==> src/rtl/jtag_bridge_pkg.sv <==
// Shared types and sizing helpers for the JTAG user-chain to memory bridge.
package jtag_bridge_pkg;

   // Command opcode carried in the two MSBs of the data register.
   typedef enum logic [1:0] {
      OP_NOP      = 2'b00,
      OP_SET_ADDR = 2'b01,
      OP_WRITE    = 2'b10,
      OP_READ     = 2'b11
   } op_e;

   // Memory-port access sequencer states.
   typedef enum logic [1:0] {
      ST_IDLE = 2'b00,
      ST_REQ  = 2'b01,
      ST_RESP = 2'b10
   } state_e;

   // Status bits at the top of a captured DR: {busy, err, ovf}.
   localparam int STATUS_BITS = 3;

   // DR length: status/opcode bits on top of the wider of address and data.
   function automatic int dr_width(input int aw, input int dw);
      return STATUS_BITS + ((aw > dw) ? aw : dw);
   endfunction

endpackage

==> src/rtl/jtag_dr_shift.sv <==
// Capture/shift data register for the JTAG user chain; LSB leaves on tdo first.
module jtag_dr_shift #(
   parameter int DRW = 67
) (
   input  logic           clk,
   input  logic           rst_n,
   input  logic           sel,
   input  logic           capture,
   input  logic           shift,
   input  logic           tdi,
   input  logic [DRW-1:0] cap_data,
   output logic [DRW-1:0] sr,
   output logic           tdo
);

   // Capture beats shift; both are ignored unless the user instruction is selected.
   always_ff @(posedge clk) begin
      if (!rst_n) begin
         sr <= '0;
      end else if (sel) begin
         if (capture) begin
            sr <= cap_data;
         end else if (shift) begin
            sr <= {tdi, sr[DRW-1:1]};
         end
      end
   end

   assign tdo = sr[0];

endmodule

==> src/rtl/jtag_mem_bridge.sv <==
// JTAG user-chain to memory bridge, entirely in the TCK domain. A single command
// DR carries set-address / write / read; the access sequencer drives a req/gnt/rvalid
// port with optional auto-increment, a wait-state timeout and sticky err/ovf status.
//
// Memory handshake: req_o is held high with addr_o/we_o/wdata_o stable until gnt_i
// is seen on a rising edge. Writes finish on that edge; reads then wait for
// rvalid_i on a later edge (rvalid_i in the gnt_i cycle is ignored).
module jtag_mem_bridge
   import jtag_bridge_pkg::*;
#(
   parameter int ADDR_WIDTH = 32,
   parameter int DATA_WIDTH = 64,
   parameter int AUTO_INC   = 1,
   parameter int TIMEOUT    = 255
) (
   input  logic                  clk_i,
   input  logic                  rst_ni,
   input  logic                  sel_i,
   input  logic                  capture_i,
   input  logic                  shift_i,
   input  logic                  update_i,
   input  logic                  tdi_i,
   output logic                  tdo_o,
   output logic                  req_o,
   output logic                  we_o,
   output logic [ADDR_WIDTH-1:0] addr_o,
   output logic [DATA_WIDTH-1:0] wdata_o,
   input  logic                  gnt_i,
   input  logic                  rvalid_i,
   input  logic [DATA_WIDTH-1:0] rdata_i,
   output logic                  init_o,
   output logic                  busy_o,
   output logic [1:0]            state_dbg
);

   localparam int DRW = dr_width(ADDR_WIDTH, DATA_WIDTH);
   localparam int CW  = $clog2(TIMEOUT + 1);
   localparam logic [CW-1:0]         LAST_CNT = CW'(TIMEOUT - 1);
   localparam logic [ADDR_WIDTH-1:0] ADDR_INC = ADDR_WIDTH'(DATA_WIDTH / 8);

   state_e                state, next_state;
   logic [DRW-1:0]        sr, cap_data;
   logic [ADDR_WIDTH-1:0] addr_q;
   logic [DATA_WIDTH-1:0] wdata_q, rdata_q;
   logic [CW-1:0]         cnt_q;
   logic                  we_q, err_q, ovf_q, init_q;
   logic                  cap_fire, upd_fire, is_access, ctl;
   logic                  done, tout, load_rdata;
   op_e                   op;

   // Update only counts when no higher-priority strobe is active in the same cycle.
   assign cap_fire  = sel_i & capture_i;
   assign upd_fire  = sel_i & update_i & ~capture_i & ~shift_i;
   assign op        = op_e'(sr[DRW-1:DRW-2]);
   assign ctl       = sr[DRW-3];
   assign is_access = upd_fire & ((op == OP_WRITE) | (op == OP_READ));

   // Status on top, read data in the low bits, zero padding in between.
   always_comb begin
      cap_data                  = '0;
      cap_data[DATA_WIDTH-1:0]  = rdata_q;
      cap_data[DRW-1:DRW-3]     = {busy_o, err_q, ovf_q};
   end

   jtag_dr_shift #(.DRW(DRW)) u_dr (
      .clk      (clk_i),
      .rst_n    (rst_ni),
      .sel      (sel_i),
      .capture  (capture_i),
      .shift    (shift_i),
      .tdi      (tdi_i),
      .cap_data (cap_data),
      .sr       (sr),
      .tdo      (tdo_o)
   );

   // Sequencer state register.
   always_ff @(posedge clk_i) begin
      if (!rst_ni) state <= ST_IDLE;
      else         state <= next_state;
   end

   // Next-state decode plus completion/timeout events for the datapath.
   always_comb begin
      next_state = state;
      done       = 1'b0;
      tout       = 1'b0;
      load_rdata = 1'b0;
      case (state)
         ST_IDLE: begin
            if (is_access) next_state = ST_REQ;
         end
         ST_REQ: begin
            if (gnt_i) begin
               if (we_q) begin
                  done       = 1'b1;
                  next_state = ST_IDLE;
               end else begin
                  next_state = ST_RESP;
               end
            end else if (cnt_q == LAST_CNT) begin
               tout       = 1'b1;
               next_state = ST_IDLE;
            end
         end
         ST_RESP: begin
            if (rvalid_i) begin
               done       = 1'b1;
               load_rdata = 1'b1;
               next_state = ST_IDLE;
            end else if (cnt_q == LAST_CNT) begin
               tout       = 1'b1;
               next_state = ST_IDLE;
            end
         end
         default: next_state = ST_IDLE;
      endcase
   end

   // Wait-state counter spans the whole access (REQ and RESP together).
   always_ff @(posedge clk_i) begin
      if (!rst_ni)                      cnt_q <= '0;
      else if (next_state == ST_IDLE)   cnt_q <= '0;
      else if (state != ST_IDLE)        cnt_q <= cnt_q + 1'b1;
   end

   // Command decode, status flags and access datapath registers.
   always_ff @(posedge clk_i) begin
      if (!rst_ni) begin
         addr_q  <= '0;
         wdata_q <= '0;
         rdata_q <= '0;
         we_q    <= 1'b0;
         err_q   <= 1'b0;
         ovf_q   <= 1'b0;
         init_q  <= 1'b1;
      end else begin
         // A new event on the capture edge must survive the capture-clear.
         if (cap_fire) begin
            err_q <= 1'b0;
            ovf_q <= 1'b0;
         end
         if (tout) err_q <= 1'b1;
         if (upd_fire && (op != OP_NOP)) begin
            if (state != ST_IDLE) begin
               ovf_q <= 1'b1;
            end else begin
               case (op)
                  OP_SET_ADDR: begin
                     addr_q <= sr[ADDR_WIDTH-1:0];
                     if (ctl) init_q <= 1'b0;
                  end
                  OP_WRITE: begin
                     wdata_q <= sr[DATA_WIDTH-1:0];
                     we_q    <= 1'b1;
                  end
                  OP_READ:  we_q <= 1'b0;
                  default:  ;
               endcase
            end
         end
         if (load_rdata) rdata_q <= rdata_i;
         if (done && (AUTO_INC != 0)) addr_q <= addr_q + ADDR_INC;
      end
   end

   assign req_o     = (state == ST_REQ);
   assign we_o      = req_o & we_q;
   assign addr_o    = addr_q;
   assign wdata_o   = wdata_q;
   assign busy_o    = (state != ST_IDLE);
   assign init_o    = init_q;
   assign state_dbg = state;

endmodule

==> config.mk <==
export PLATFORM = sky130hd
export DESIGN_NAME = jtag_mem_bridge
export DESIGN_NICKNAME = d
export VERILOG_FILES = /design/src/rtl/jtag_bridge_pkg.sv /design/src/rtl/jtag_dr_shift.sv /design/src/rtl/jtag_mem_bridge.sv
export SDC_FILE = /design/constraint.sdc
export NUM_CORES = 1
export LEC_CHECK = 0
export BUFFER_PORTS_ARGS = -buffer_cell sky130_fd_sc_hd__buf_2
export CAP_MARGIN = 10
export CORE_MARGIN = 2
export CORE_UTILIZATION = 50
export CTS_CLUSTER_SIZE = 25
export DETAILED_ROUTE_END_ITERATION = 16
export PLACE_DENSITY = 0.73
export SLEW_MARGIN = 20
export SYNTH_ARGS = -nofsm -noshare
export SYNTH_HDL_FRONTEND = slang
export SYNTH_SLANG_ARGS = --single-unit
export TNS_END_PERCENT = 10
==> constraint.sdc <==
create_clock -name clk_i -period 4.8 [get_ports clk_i]
set_input_delay 0.48 -clock clk_i [delete_from_list [all_inputs] [get_ports clk_i]]
set_output_delay 0.48 -clock clk_i [all_outputs]
set_load 0.05 [all_outputs]
==> flow_summary_export.csv <==
group,metric,value,unit
clock_network,hold_buffers,0,
clock_network,cts_tree,"built",
global_routing,grt_pass1_wl,39.3,mm
hold_path,hp-start,"rdata_i[55]",
global_routing,grt-ovfl-total,0,
final_layout,regArea,0.00482,sq mm
setup_path,reg2regPathDepth,7,
global_routing,antenna_found_initial,0,
setup_path,crit_slowest_cell,"nor2_2",
sta,min_period,2.98,ns
yosys,synth_xor_area_frac,0.0108,
yosys,synth_area_per_cell,8.32,sq um
yosys,yosys_register_bits,241,
outcome,outcome,"finished, final reports clean",
setup_path,cp-start-kind,"register",
detailed_routing,viasPerCell,5.44,
setup_path,worstReg2RegEnd,"addr_o[30]",
sta,slew_violations,0,
setup_path,ff2ff_setup_slack,1.82,ns
floorplanning,dieArea,0.0207,sq mm
setup_path,cp_max_fo,24,
detailed_routing,post-route-drc-count,0,
setup_path,critPathCaptureType,"register",
sta,fin_crit_sh,0.622,
clock_network,cts_resized,0,
floorplanning,num_io_pins,176,
setup_path,critPathKind,"register to register",
detailed_routing,first_pass_iters,5,
yosys,seq_area_frac_synth,0.494,
yosys,synth_edf_count,0,
clock_network,clockRootBuffer,"clkbuf_16",
yosys,synth_cell_types,54,
hold_path,whs_path_depth,3,
placement,gp_congestion,0.850,
setup_path,max_stage_delay,0.74,ns
clock_network,clkSinkCount,241,
sta,report.final.hold_viol_count,0,
yosys,synth-compound-area-share,0.171,
clock_network,numCtsBuffers,25,
yosys,async_reset_ff_frac,0,
power,p_leak,4.52,nW
detailed_routing,drt-total-wl,24.8,mm
setup_path,path_cells,"inv_1, ha_1, inv_1, nor2_2, nor2_2, a221o_1, a221o_1",
yosys,syn_area,0.00977,sq mm
final_layout,layout.nets,1381,
yosys,synth-simple-area-share,0.204,
floorplanning,rows,51,
sta,fmax,0.335,GHz
sta,tightest_slew,1.16,ns
floorplanning,die_y,144,um
global_routing,grt_pass1_vias,7728,
final_layout,multi_input_area,0.00458,sq mm
clock_network,cts_max_level,1,
setup_path,reg2reg_from,"state_dbg[1]",
flow_run,cap_violations,0,
detailed_routing,num_vias,8610,
global_routing,grtUsageTotal,0.234,
final_layout,num-fill-cells,1760,
clock_network,cts_buffer_depth,3,
clock_network,post_cts_buffers,0,
yosys,synth.area.mux_share,0.0718,
sta,tns,0,ns
sta,clock_skew,0.00873,ns
detailed_routing,ant_nets,0,
floorplanning,core,0.0193,sq mm
floorplanning,start_util,0.506,
yosys,ys_warn_count,0,
yosys,synth-adder-area-share,0.00896,
power,vdd_ir_drop_max,0.000260,V
final_layout,antennaDiodeCount,0,
setup_path,worstPathArrival,3.40,ns
power,pwr_density_cell,366,mW/mm^2
yosys,synth_top_family_by_area,"simple AND/OR/NAND/NOR gates",
sta,slew_headroom,0.228,
detailed_routing,wire_per_inst,15.7,um
yosys,synthFlopType,"dfxtp_1",
placement,dp_hpwl,15.7,mm
global_routing,grt_max_degree,146,
setup_path,crit_required,5.22,ns
detailed_routing,drt_iter0_drc,617,
sta,rsz0062_at_grt,"no",
floorplanning,die_x,144,um
hold_path,worstHoldEndpoint,"rdata_q[55]",
hold_path,hold_class,"input port to register",
clock_network,clkSlewWorstSetupHoldPaths,0.06,ns
clock_network,worstSkewPairLatency,0.53,ns
power,p_total,4.25,mW
placement,port_buffers,175,
sta,setup_viol,0,
yosys,syn_inst,1175,
yosys,synth_fp_nets,1255,
final_layout,layout-drive-gt1-share,0.181,
final_layout,syn_to_final_growth,18.7,%
-- cell usage after synthesis (all sizes together), types with 10 or more instances --
library cell | number | area, sq um
nand2 | 295 | 1110
dfxtp | 241 | 4820
a21oi | 155 | 776
nor2 | 101 | 384
a211oi | 69 | 518
mux2i | 69 | 691
clkbuf | 56 | 210
buf | 30 | 143
nand3 | 20 | 100
nand4 | 16 | 100
o21ai | 11 | 55.1
inv | 10 | 37.5
-- power breakdown --
| part | leakage, nW | total (mW) | internal [mW] | switching, mW |
|---|---|---|---|---|
| clock network | 0.411 | 1.95 | 1.16 | 0.786 |
| logic | 2.16 | 0.214 | 0.0828 | 0.131 |
| registers | 1.95 | 2.08 | 2.04 | 0.0420 |
| total | 4.52 | 4.25 | 3.29 | 0.959 |
-- logic make-up (layout without fill, tap and decap cells) --
group                      after synthesis  count (layout)
muxes                                   70              70
and+or+nand+nor                        473             473
buffers and inverters                   96             239
adders and majority gates                7               7
DFF                                    241             241
xor gates and xnor gates                12              12
AOI/OAI and AO/OA                      276             276
-- cell type report --
cell class | count | share of cell area
clock buffers | 36 | 0.0627
clock inverters | 8 | 0.00960
inverters | 10 | 0.00367
multi-input cells | 838 | 0.395
flip-flops and latches | 241 | 0.416
well taps | 265 | 0.0286
repair buffers | 185 | 0.0844
-- layer usage --
metal,GRT usage,wire (um),vias up
met5,0,0,-
met4,0.0779,841,0
met3,0.0380,1380,52
met1,0.314,11000,3994
li1,-,-,4319
met2,0.384,11600,245
-- per-stage QoR --
step                      instances  cell area, sq um  hold slack (ns)  worst slack [ns]   util
after floorplan                1175              9770            0.432              2.07      -
after global placement         1538             10700            0.440              1.97  0.555
after detailed placement       1538             10700            0.444              1.85  0.555
after CTS                      1582             11600            0.166              1.82  0.599
after global routing           1583             11600            0.170              1.64  0.600
final                          1583             11600            0.184              1.82  0.600
-- critical path, delay by kind of cell, from the launching register on --
family / cells / cell delay [ns]
AND/OR/NAND/NOR: 2 / 1.17
flip-flops: 1 / 0.38
buffers and inverters: 2 / 0.19
AO/OA/AOI/OAI: 2 / 0.78
adder cells (fa/ha/maj): 1 / 0.35
-- layout by cell type (no fill, tap or decap), types with 5 or more instances in the layout --
cell       instances
nor2_1            97
a32oi_1            5
a31oi_1            9
buf_2            174
clkbuf_8           6
ha_1               7
nand4_1           16
clkbuf_16         25
o21ai_0           10
inv_1              9
nand2_1          293
a2bb2oi_1          5
clkbuf_1           5
xor2_1             7
xnor2_1            5
and4_1             5
a211oi_1          69
and2_1             5
dfxtp_1          241
mux2i_1           69
nand3_1           20
and3_1             7
buf_4              9
a21oi_1          155
-- how the worst max path moves through the flow --
| stage | from | end |
|---|---|---|
| floorplan | state_dbg[1] | addr_o[30] |
| global placement | state_dbg[1] | addr_o[30] |
| detailed placement | state_dbg[1] | addr_o[30] |
| CTS | state_dbg[1] | addr_o[30] |
| global route | state_dbg[1] | addr_o[30] |
| finish | state_dbg[1] | addr_o[30] |
-- state kept, by name (all words and copies together), names as in the netlist --
signal and flops:
err_q 1, u_dr.sr 67, rdata_q 64, init_o 1, state_dbg 2, addr_o 32
ovf_q 1, we_q 1, wdata_o 64, cnt_q 8
Note: power is estimated with default switching activity, not from simulation.
